<file path="src/rtl/sensor_cond_pkg.sv">
// Shared types and defaults for the sensor front-end conditioner.
package sensor_cond_pkg;

    localparam int NUM_SENSORS         = 3;
    localparam int DEBOUNCE_CYCLES_DEF = 4;
    localparam int STUCK_CYCLES_DEF    = 1024;

    typedef enum logic [2:0] {
        LOW,
        RISE_PEND,
        HIGH,
        FALL_PEND,
        STUCK
    } chan_state_t;

endpackage

</file>
<file path="src/rtl/sensor_channel.sv">
// One sensor channel: 2-flop synchronizer, debounce and stuck-high detection.
module sensor_channel
    import sensor_cond_pkg::*;
#(
    parameter int DEBOUNCE_CYCLES = DEBOUNCE_CYCLES_DEF,
    parameter int STUCK_CYCLES    = STUCK_CYCLES_DEF
) (
    input  logic clk,
    input  logic reset,
    input  logic raw,
    output logic level,
    output logic rise,
    output logic stuck
);

    localparam int DW = $clog2(DEBOUNCE_CYCLES + 1);
    localparam int HW = $clog2(STUCK_CYCLES + 1);
    localparam logic [DW-1:0] DB_MAX   = DW'(DEBOUNCE_CYCLES);
    localparam logic [DW-1:0] DB_ONE   = DW'(1);
    localparam logic [HW-1:0] HOLD_MAX = HW'(STUCK_CYCLES);
    localparam logic [HW-1:0] HOLD_ONE = HW'(1);

    logic            sync1_q, s_sync_q;
    chan_state_t     state_q, state_d;
    logic [DW-1:0]   db_q, db_d, db_inc;
    logic [HW-1:0]   hold_q, hold_d, hold_inc;
    logic            level_q, level_d;
    logic            rise_q, rise_d;
    logic            stuck_q, stuck_d;

    // Counts are compared post-increment so a level change lands on the
    // edge that completes the run of DEBOUNCE_CYCLES synchronized samples.
    assign db_inc   = (db_q >= DB_MAX) ? db_q : db_q + DB_ONE;
    assign hold_inc = (hold_q >= HOLD_MAX) ? hold_q : hold_q + HOLD_ONE;

    always_comb begin
        state_d = state_q;
        db_d    = db_q;
        hold_d  = hold_q;
        unique case (state_q)
            LOW: begin
                db_d = '0;
                if (s_sync_q) begin
                    if (DB_ONE >= DB_MAX) begin
                        state_d = HIGH;
                        hold_d  = '0;
                    end else begin
                        state_d = RISE_PEND;
                        db_d    = DB_ONE;
                    end
                end
            end
            RISE_PEND: begin
                if (!s_sync_q) begin
                    state_d = LOW;
                    db_d    = '0;
                end else if (db_inc >= DB_MAX) begin
                    state_d = HIGH;
                    db_d    = '0;
                    hold_d  = '0;
                end else begin
                    db_d = db_inc;
                end
            end
            HIGH: begin
                if (hold_inc >= HOLD_MAX) begin
                    state_d = STUCK;
                    db_d    = '0;
                    hold_d  = '0;
                end else begin
                    hold_d = hold_inc;
                    if (!s_sync_q) begin
                        if (DB_ONE >= DB_MAX) begin
                            state_d = LOW;
                            db_d    = '0;
                        end else begin
                            state_d = FALL_PEND;
                            db_d    = DB_ONE;
                        end
                    end
                end
            end
            FALL_PEND: begin
                if (hold_inc >= HOLD_MAX) begin
                    state_d = STUCK;
                    db_d    = '0;
                    hold_d  = '0;
                end else begin
                    hold_d = hold_inc;
                    if (s_sync_q) begin
                        state_d = HIGH;
                        db_d    = '0;
                    end else if (db_inc >= DB_MAX) begin
                        state_d = LOW;
                        db_d    = '0;
                    end else begin
                        db_d = db_inc;
                    end
                end
            end
            STUCK: begin
                if (s_sync_q) begin
                    db_d = '0;
                end else if (db_inc >= DB_MAX) begin
                    state_d = LOW;
                    db_d    = '0;
                end else begin
                    db_d = db_inc;
                end
            end
            default: begin
                state_d = LOW;
                db_d    = '0;
                hold_d  = '0;
            end
        endcase
    end

    always_comb begin
        level_d = (state_d == HIGH) || (state_d == FALL_PEND);
        rise_d  = (state_d == HIGH) &&
                  ((state_q == RISE_PEND) || (state_q == LOW));
        stuck_d = (state_d == STUCK);
    end

    always_ff @(posedge clk) begin
        if (reset) begin
            sync1_q  <= 1'b0;
            s_sync_q <= 1'b0;
            state_q  <= LOW;
            db_q     <= '0;
            hold_q   <= '0;
            level_q  <= 1'b0;
            rise_q   <= 1'b0;
            stuck_q  <= 1'b0;
        end else begin
            sync1_q  <= raw;
            s_sync_q <= sync1_q;
            state_q  <= state_d;
            db_q     <= db_d;
            hold_q   <= hold_d;
            level_q  <= level_d;
            rise_q   <= rise_d;
            stuck_q  <= stuck_d;
        end
    end

    assign level = level_q;
    assign rise  = rise_q;
    assign stuck = stuck_q;

endmodule

</file>
<file path="src/rtl/sensor_conditioner.sv">
// Three independent debounced sensor channels feeding state_machine.
module sensor_conditioner
    import sensor_cond_pkg::*;
#(
    parameter int DEBOUNCE_CYCLES = DEBOUNCE_CYCLES_DEF,
    parameter int STUCK_CYCLES    = STUCK_CYCLES_DEF
) (
    input  logic                   clk,
    input  logic                   reset,
    input  logic                   sensor1_raw,
    input  logic                   sensor2_raw,
    input  logic                   sensor3_raw,
    output logic                   sensor1,
    output logic                   sensor2,
    output logic                   sensor3,
    output logic [NUM_SENSORS-1:0] rise_pulse,
    output logic [NUM_SENSORS-1:0] stuck
);

    logic [NUM_SENSORS-1:0] raw_v;
    logic [NUM_SENSORS-1:0] level_v;

    assign raw_v = {sensor3_raw, sensor2_raw, sensor1_raw};

    for (genvar i = 0; i < NUM_SENSORS; i++) begin : g_chan
        sensor_channel #(
            .DEBOUNCE_CYCLES(DEBOUNCE_CYCLES),
            .STUCK_CYCLES   (STUCK_CYCLES)
        ) u_chan (
            .clk  (clk),
            .reset(reset),
            .raw  (raw_v[i]),
            .level(level_v[i]),
            .rise (rise_pulse[i]),
            .stuck(stuck[i])
        );
    end

    assign sensor1 = level_v[0];
    assign sensor2 = level_v[1];
    assign sensor3 = level_v[2];

endmodule

</file>
<file path="config.mk">
export PLATFORM = sky130hd
export DESIGN_NAME = sensor_conditioner
export DESIGN_NICKNAME = d
export VERILOG_FILES = /design/src/rtl/sensor_cond_pkg.sv /design/src/rtl/sensor_channel.sv /design/src/rtl/sensor_conditioner.sv
export SDC_FILE = /design/constraint.sdc
export NUM_CORES = 1
export LEC_CHECK = 0
export CAP_MARGIN = 20
export CORE_UTILIZATION = 45
export CTS_BUF_LIST = sky130_fd_sc_hd__clkbuf_8
export DETAILED_ROUTE_END_ITERATION = 8
export PLACE_DENSITY = 0.58
export SYNTH_ARGS = -nofsm -noshare
export SYNTH_HDL_FRONTEND = slang
export SYNTH_SLANG_ARGS = --single-unit
export TNS_END_PERCENT = 20
</file>
<file path="constraint.sdc">
create_clock -name clk -period 3.19 [get_ports clk]
set_clock_uncertainty 0.15 [all_clocks]
set_input_delay 0.4785 -clock clk [delete_from_list [all_inputs] [get_ports clk]]
set_output_delay 0.4785 -clock clk [all_outputs]
set_load 0.02 [all_outputs]
</file>
**Word-level counts from Yosys, hierarchy flattened**

Cells that the tools add are included.

- Output and inout port bits: 9
- Bits in registers: 66
- Word-level logic and storage cells: 168

- Bitwise logic cells: 3
- Order comparisons: 12
- Reductions and logical operators: 21
- $add $sub $neg: 6
- Multiplexer cells: 72
- Equality and inequality tests: 30

Operator list:

| kind | number |
|---|---|
| 3-bit two-way mux | 48 |
| 11-bit two-way mux | 12 |
| 11-bit one-hot mux with 3 select lines | 3 |
| 3-bit one-hot mux with 5 select lines | 6 |
| 11-bit greater-or-equal comparator (second input constant) | 6 |
| 3-bit by 2-bit equality test with 1-bit output (second input constant) | 12 |
| 11-bit by 1-bit adder with 11-bit output (second input constant) | 3 |
| 3-bit equality test (second input constant) | 6 |
| 3-bit greater-or-equal comparator (second input constant) | 6 |
| 2-bit by 1-bit != test with 1-bit output (second input constant) | 6 |
| 2-bit OR reduction | 6 |
| 3-bit by 1-bit adder with 3-bit output (second input constant) | 3 |
| 3-bit by 1-bit equality test with 1-bit output (second input constant) | 3 |
| 3-bit zero test | 3 |
| 3-bit != test (second input constant) | 3 |
| 3-bit AND reduction | 3 |
| 1-bit logical OR | 6 |
| 1-bit logical AND | 3 |
| 1-bit two-way mux | 3 |
| 1-bit NOT | 3 |

**Logic depth before layout (Yosys ltp)**

- Depth in word-level cells: 9
- Depth in mapped cells: 7
- Depth with buffers taken out: 6

**Hierarchy**

From an unflattened synthesis, not the netlist that was laid out.

- Cell total of the unflattened synthesis: 366
- Area total of the unflattened synthesis: 3,234.4 um^2

Modules (own cells, without submodules):

| module | area an instance (um^2) | instances | cells an instance |
|---|---|---|---|
| sensor_channel at g_chan[0].u_chan ... | 1,066.0 | 2 | 118 |
| sensor_channel at g_chan[2].u_chan | 1,102.3 | 1 | 130 |

**Least setup slack after synthesis**

Ideal clock, no wire load.

- Kind: flip-flop to flip-flop
- From: reg g_chan[2].u_chan.hold_q[0]
- To: reg g_chan[2].u_chan.hold_q[9]
- Setup slack: 1.331 ns
- Setup time: 0.119 ns
- Cell stages (with the launch flop): 7
- Required time: 2.921 ns
- Arrival: 1.589 ns
- Cells stage by stage: dfxtp_1 > ha_1 > nand3_1 > o31ai_2 > nor2_2 > a21boi_0 > o2bb2ai_1

- Longest elaborated chain between the ends: 5
- Elaborated cells between the ends (all ways): 6
- Classes of those cells: add/sub: 1; order compare: 2; mux: 3

RTL lines:

| item | RTL line | text |
|---|---|---|
| start, declared | sensor_channel.sv:26 | `logic [HW-1:0] hold_q, hold_d, hold_inc;` |
| start signal, assigned | sensor_channel.sv:141 | `hold_q <= hold_d;` |
| 11-bit by 1-bit adder with 11-bit output or 11-bit greater-or-equal comparator (tied branches) | sensor_channel.sv:34 | `assign hold_inc = (hold_q >= HOLD_MAX) ? hold_q : hold_q + HOLD_ONE;` |
| 11-bit two-way mux (*) | sensor_channel.sv:34 |  |
| 11-bit greater-or-equal comparator | sensor_channel.sv:66, sensor_channel.sv:84 |  |
| 11-bit two-way mux (*) | sensor_channel.sv:66, sensor_channel.sv:84 |  |
| 11-bit one-hot mux with 3 select lines (*) | sensor_channel.sv:40 | `unique case (state_q)` |

Every way passes the cells marked *; elsewhere a longest branch is shown, timed or not.
A chain may end at the register's enable or synchronous reset.

**Final worst setup path**

Ends and elaborated chain as after synthesis.

==> impl_results.md <==
* Status: completed
* Final Cell Area at 3680 µm²
* Worst Tran Pin Value at between 0.7 and 0.8 ns
* Max_cap viols at 0
* Row cnt at 30
* 1st-iter DRT viols at around 170
* HP Class: reg2reg
* Syn_nets at 410
* Ratio of cells with drive above 1 in the final layout at under 10%
* F_max at 480 MHz
* Fin worst setup slack at 1.11 ns
* Register area share after synthesis at 39.9%
* Largest net degree at the start of global routing at 44
* # IOs at 14
* Ys Warns at 0
* CTS root buf: clkbuf_8
* Slew Viols, Final at 0
* Clk_lat worst skew at about 0.33 ns
* Starting Density at a little under half
* Fin crit share at 65.3%
* Setup tns final at 0 ns
* CTS H-tree depth at 3
* Synth Flop Type: dfxtp_1
* WL final at 6.45 mm
* Asr flop ratio synth at 0%
* DRC at 0
* Clock Sink Count at 66
* Crit path capture type: flop
* Num CTS Buffers at 9
* Mean Syn Cell Area at approximately 8.4 µm²
* Cell family with most CP delay: compound AO/OA/AOI/OAI gates
* Area growth, synth to finish at 11.1%
* Vias per cell at 5.48
* P_leak at 1.28 nW
* Critical Path Source Type: flop
* Relative slew slack at 48.6%
* Die Area at 7710 µm²
* CP max FO at 9
* Worst vdd ir at between 0.2 and 0.3 mV
* Fin. Hold Viols at 0
* Die height at 87.8 µm
* Synth Register Bits at 66
* Unrepaired setup endpoints after global routing: false
* Buf/Inv on CP at 1
* Routability congestion estimate at ~0.78
* Post-CTS setup buffer count at 0
* CTS tree: yes
* CTS max path bufs at 2
* Detail Route Antenna Nets at 0
* Port-buffer cells at 13
* Initial antenna violation count at 0
* CP Cell Sequence: ha_1 -> nand3_1 -> o31ai_2 -> buf_4 -> nor2_2 -> a21boi_0 -> o2bb2ai_1
* DRT Pass-1 Iters at 4
* Setup CP Type: reg2reg
* Fin cells at ~500
* Drt wl/cell at approximately 13 µm
* Total GRT Usage at 18.4%
* Delay of the slowest cell on the worst path at roughly 0.4 ns
* Pre-CTS WS at between 1 and 1.5 ns
* Cell Area, Placed at 3460 µm²
* Routed vias at around 2700
* Post-synth EDFFs at 0
* Yosys cell types at between 60 and 70
* Final setup fails at 0
* WP data arrival at 2.15 ns
* Detailed Place HPWL at between 4 and 5 mm
* Vias in the first global route at approximately 2400
* Critical Path RT at 3.26 ns
* Clock Pin Slew Worst Setup and Hold Paths at approximately 0.07 ns
* First-pass GRT wire length at 11.1 mm
* Pwr/cell area at between 400 and 500 nW/µm²
* Fin crit period at approximately 2.1 ns
* Nets at between 400 and 500
* CP max stage cell: dfxtp_1
* Chip width at slightly below 90 µm
* Gate Count Post-Synth at a little under 400
* Core Area at 6940 µm²
* Post-cts gate resize count at 0
* Diodes inserted at 0
* GRT overflow at 0
* Placed insts at 481
* Mapped Area at approximately 3300 µm²
* Post-CTS Hold Buffers at 0
cells in the final DEF (no fill, tap or decap), types with 5 or more instances in the layout:
| cell | count |
|---|---|
| a21oi_1 | 24 |
| o31ai_1 | 5 |
| nor2_1 | 49 |
| xnor2_1 | 6 |
| clkbuf_8 | 11 |
| inv_1 | 21 |
| dfxtp_1 | 66 |
| o21ai_0 | 18 |
| a31oi_1 | 7 |
| nand4_1 | 6 |
| nor2b_1 | 10 |
| or3_1 | 7 |
| xor2_1 | 5 |
| nor4_1 | 7 |
| o21bai_1 | 5 |
| nor3b_1 | 5 |
| clkdlybuf4s50_1 | 12 |
| nand3_1 | 12 |
| nor3_1 | 15 |
| nand2_1 | 22 |
| ha_1 | 12 |
worst reg2reg max path: cells and delay by family (launching register included):
kind | cells | cell delay [ns]
flip-flops | 1 | 0.40
adder cells (fa/ha/maj) | 1 | 0.22
AND/OR/NAND/NOR | 2 | 0.34
AO/OA/AOI/OAI | 3 | 0.68
buffers and inverters | 1 | 0.20
final cells by class:
type | count | area [µm²]
clock buffers | 11 | 151
clock inverters | 4 | 67.6
fillers | 666 | 3260
inverters | 19 | 71.3
multi-input cells | 284 | 1800
flip-flops and latches | 66 | 1320
well taps | 96 | 120
repair buffers | 16 | 148
per-layer routing:
metal | wire (µm) | vias up | global-route usage (%)
li1 | - | 1407 | -
met1 | 3220 | 1262 | 23.7
met2 | 2930 | 41 | 28.5
met3 | 232 | 6 | 6.88
met4 | 68 | 0 | 5.81
met5 | 0 | - | 0
synthesized netlist by cell type, types with 6 or more instances:
library cell   n  area, µm²
a31oi_1        7       43.8
dfxtp_1       66       1320
clkbuf_1      13       48.8
nand3_1       12       60.1
nand4_1        6       37.5
nand2_1       22       82.6
nor3_1        15       75.1
inv_1         19       71.3
or3_1          7       43.8
a21oi_1       24        120
nor4_1         7       43.8
xnor2_1        6       52.6
nor2b_1       10       62.6
o21ai_0       18       90.1
buf_4          6       45.0
nor2_1        49        184
ha_1          12        150
where the power goes:
part | total (W) | switching [W] | leakage (nW) | internal [W]
clock network | 0.000769 | 0.000296 | 0.118 | 0.000473
logic | 0.0000455 | 0.0000259 | 0.632 | 0.0000196
registers | 0.000844 | 0.0000109 | 0.534 | 0.000834
total | 0.00166 | 0.000333 | 1.28 | 0.00133
path summary, 6_finish.rpt:
kind,slack [ns],to,startpoint,cells past startpoint
max,1.11,g_chan[2].u_chan.hold_q[9],g_chan[2].u_chan.hold_q[0],7
min,0.29,g_chan[1].u_chan.s_sync_q,g_chan[1].u_chan.sync1_q,1
max reg2reg,1.11,g_chan[2].u_chan.hold_q[9],g_chan[2].u_chan.hold_q[0],7
min reg2reg,0.29,g_chan[1].u_chan.s_sync_q,g_chan[1].u_chan.sync1_q,1
registers in the layout, indices dropped and copies added, names as in the netlist:
signal                  flops
g_chan.u_chan.hold_q       33
g_chan.u_chan.db_q          9
g_chan.u_chan.state_q       9
g_chan.u_chan.level         3
g_chan.u_chan.rise          3
g_chan.u_chan.s_sync_q      3
g_chan.u_chan.stuck         3
g_chan.u_chan.sync1_q       3
cells by family (layout without fill, tap and decap cells):
| kind of cell | after synthesis | count (layout) | share of synthesized area (%) |
|---|---|---|---|
| flip-flops | 66 | 66 | 39.9 |
| AND/OR/NAND/NOR | 162 | 162 | 26.3 |
| buffers and inverters | 43 | 50 | 5.74 |
| XOR/XNOR | 11 | 11 | 2.91 |
| AO/OA/AOI/OAI | 97 | 97 | 20.0 |
| multiplexers | 2 | 2 | 0.642 |
| adder cells (fa/ha/maj) | 12 | 12 | 4.53 |
metrics by stage:
| step | total power [W] | hold slack [ns] | utilization (%) |
|---|---|---|---|
| 2_1_floorplan | 0.000895 | 0.264 | - |
| 3_3_place_gp | 0.000909 | 0.278 | 49.9 |
| 3_5_place_dp | 0.000909 | 0.278 | 49.9 |
| 4_1_cts | 0.00168 | 0.295 | 53.0 |
| 5_1_grt | 0.00173 | 0.310 | 53.0 |
| 6_report | 0.00166 | 0.290 | 53.0 |
Power figures use the tool's default switching activity.
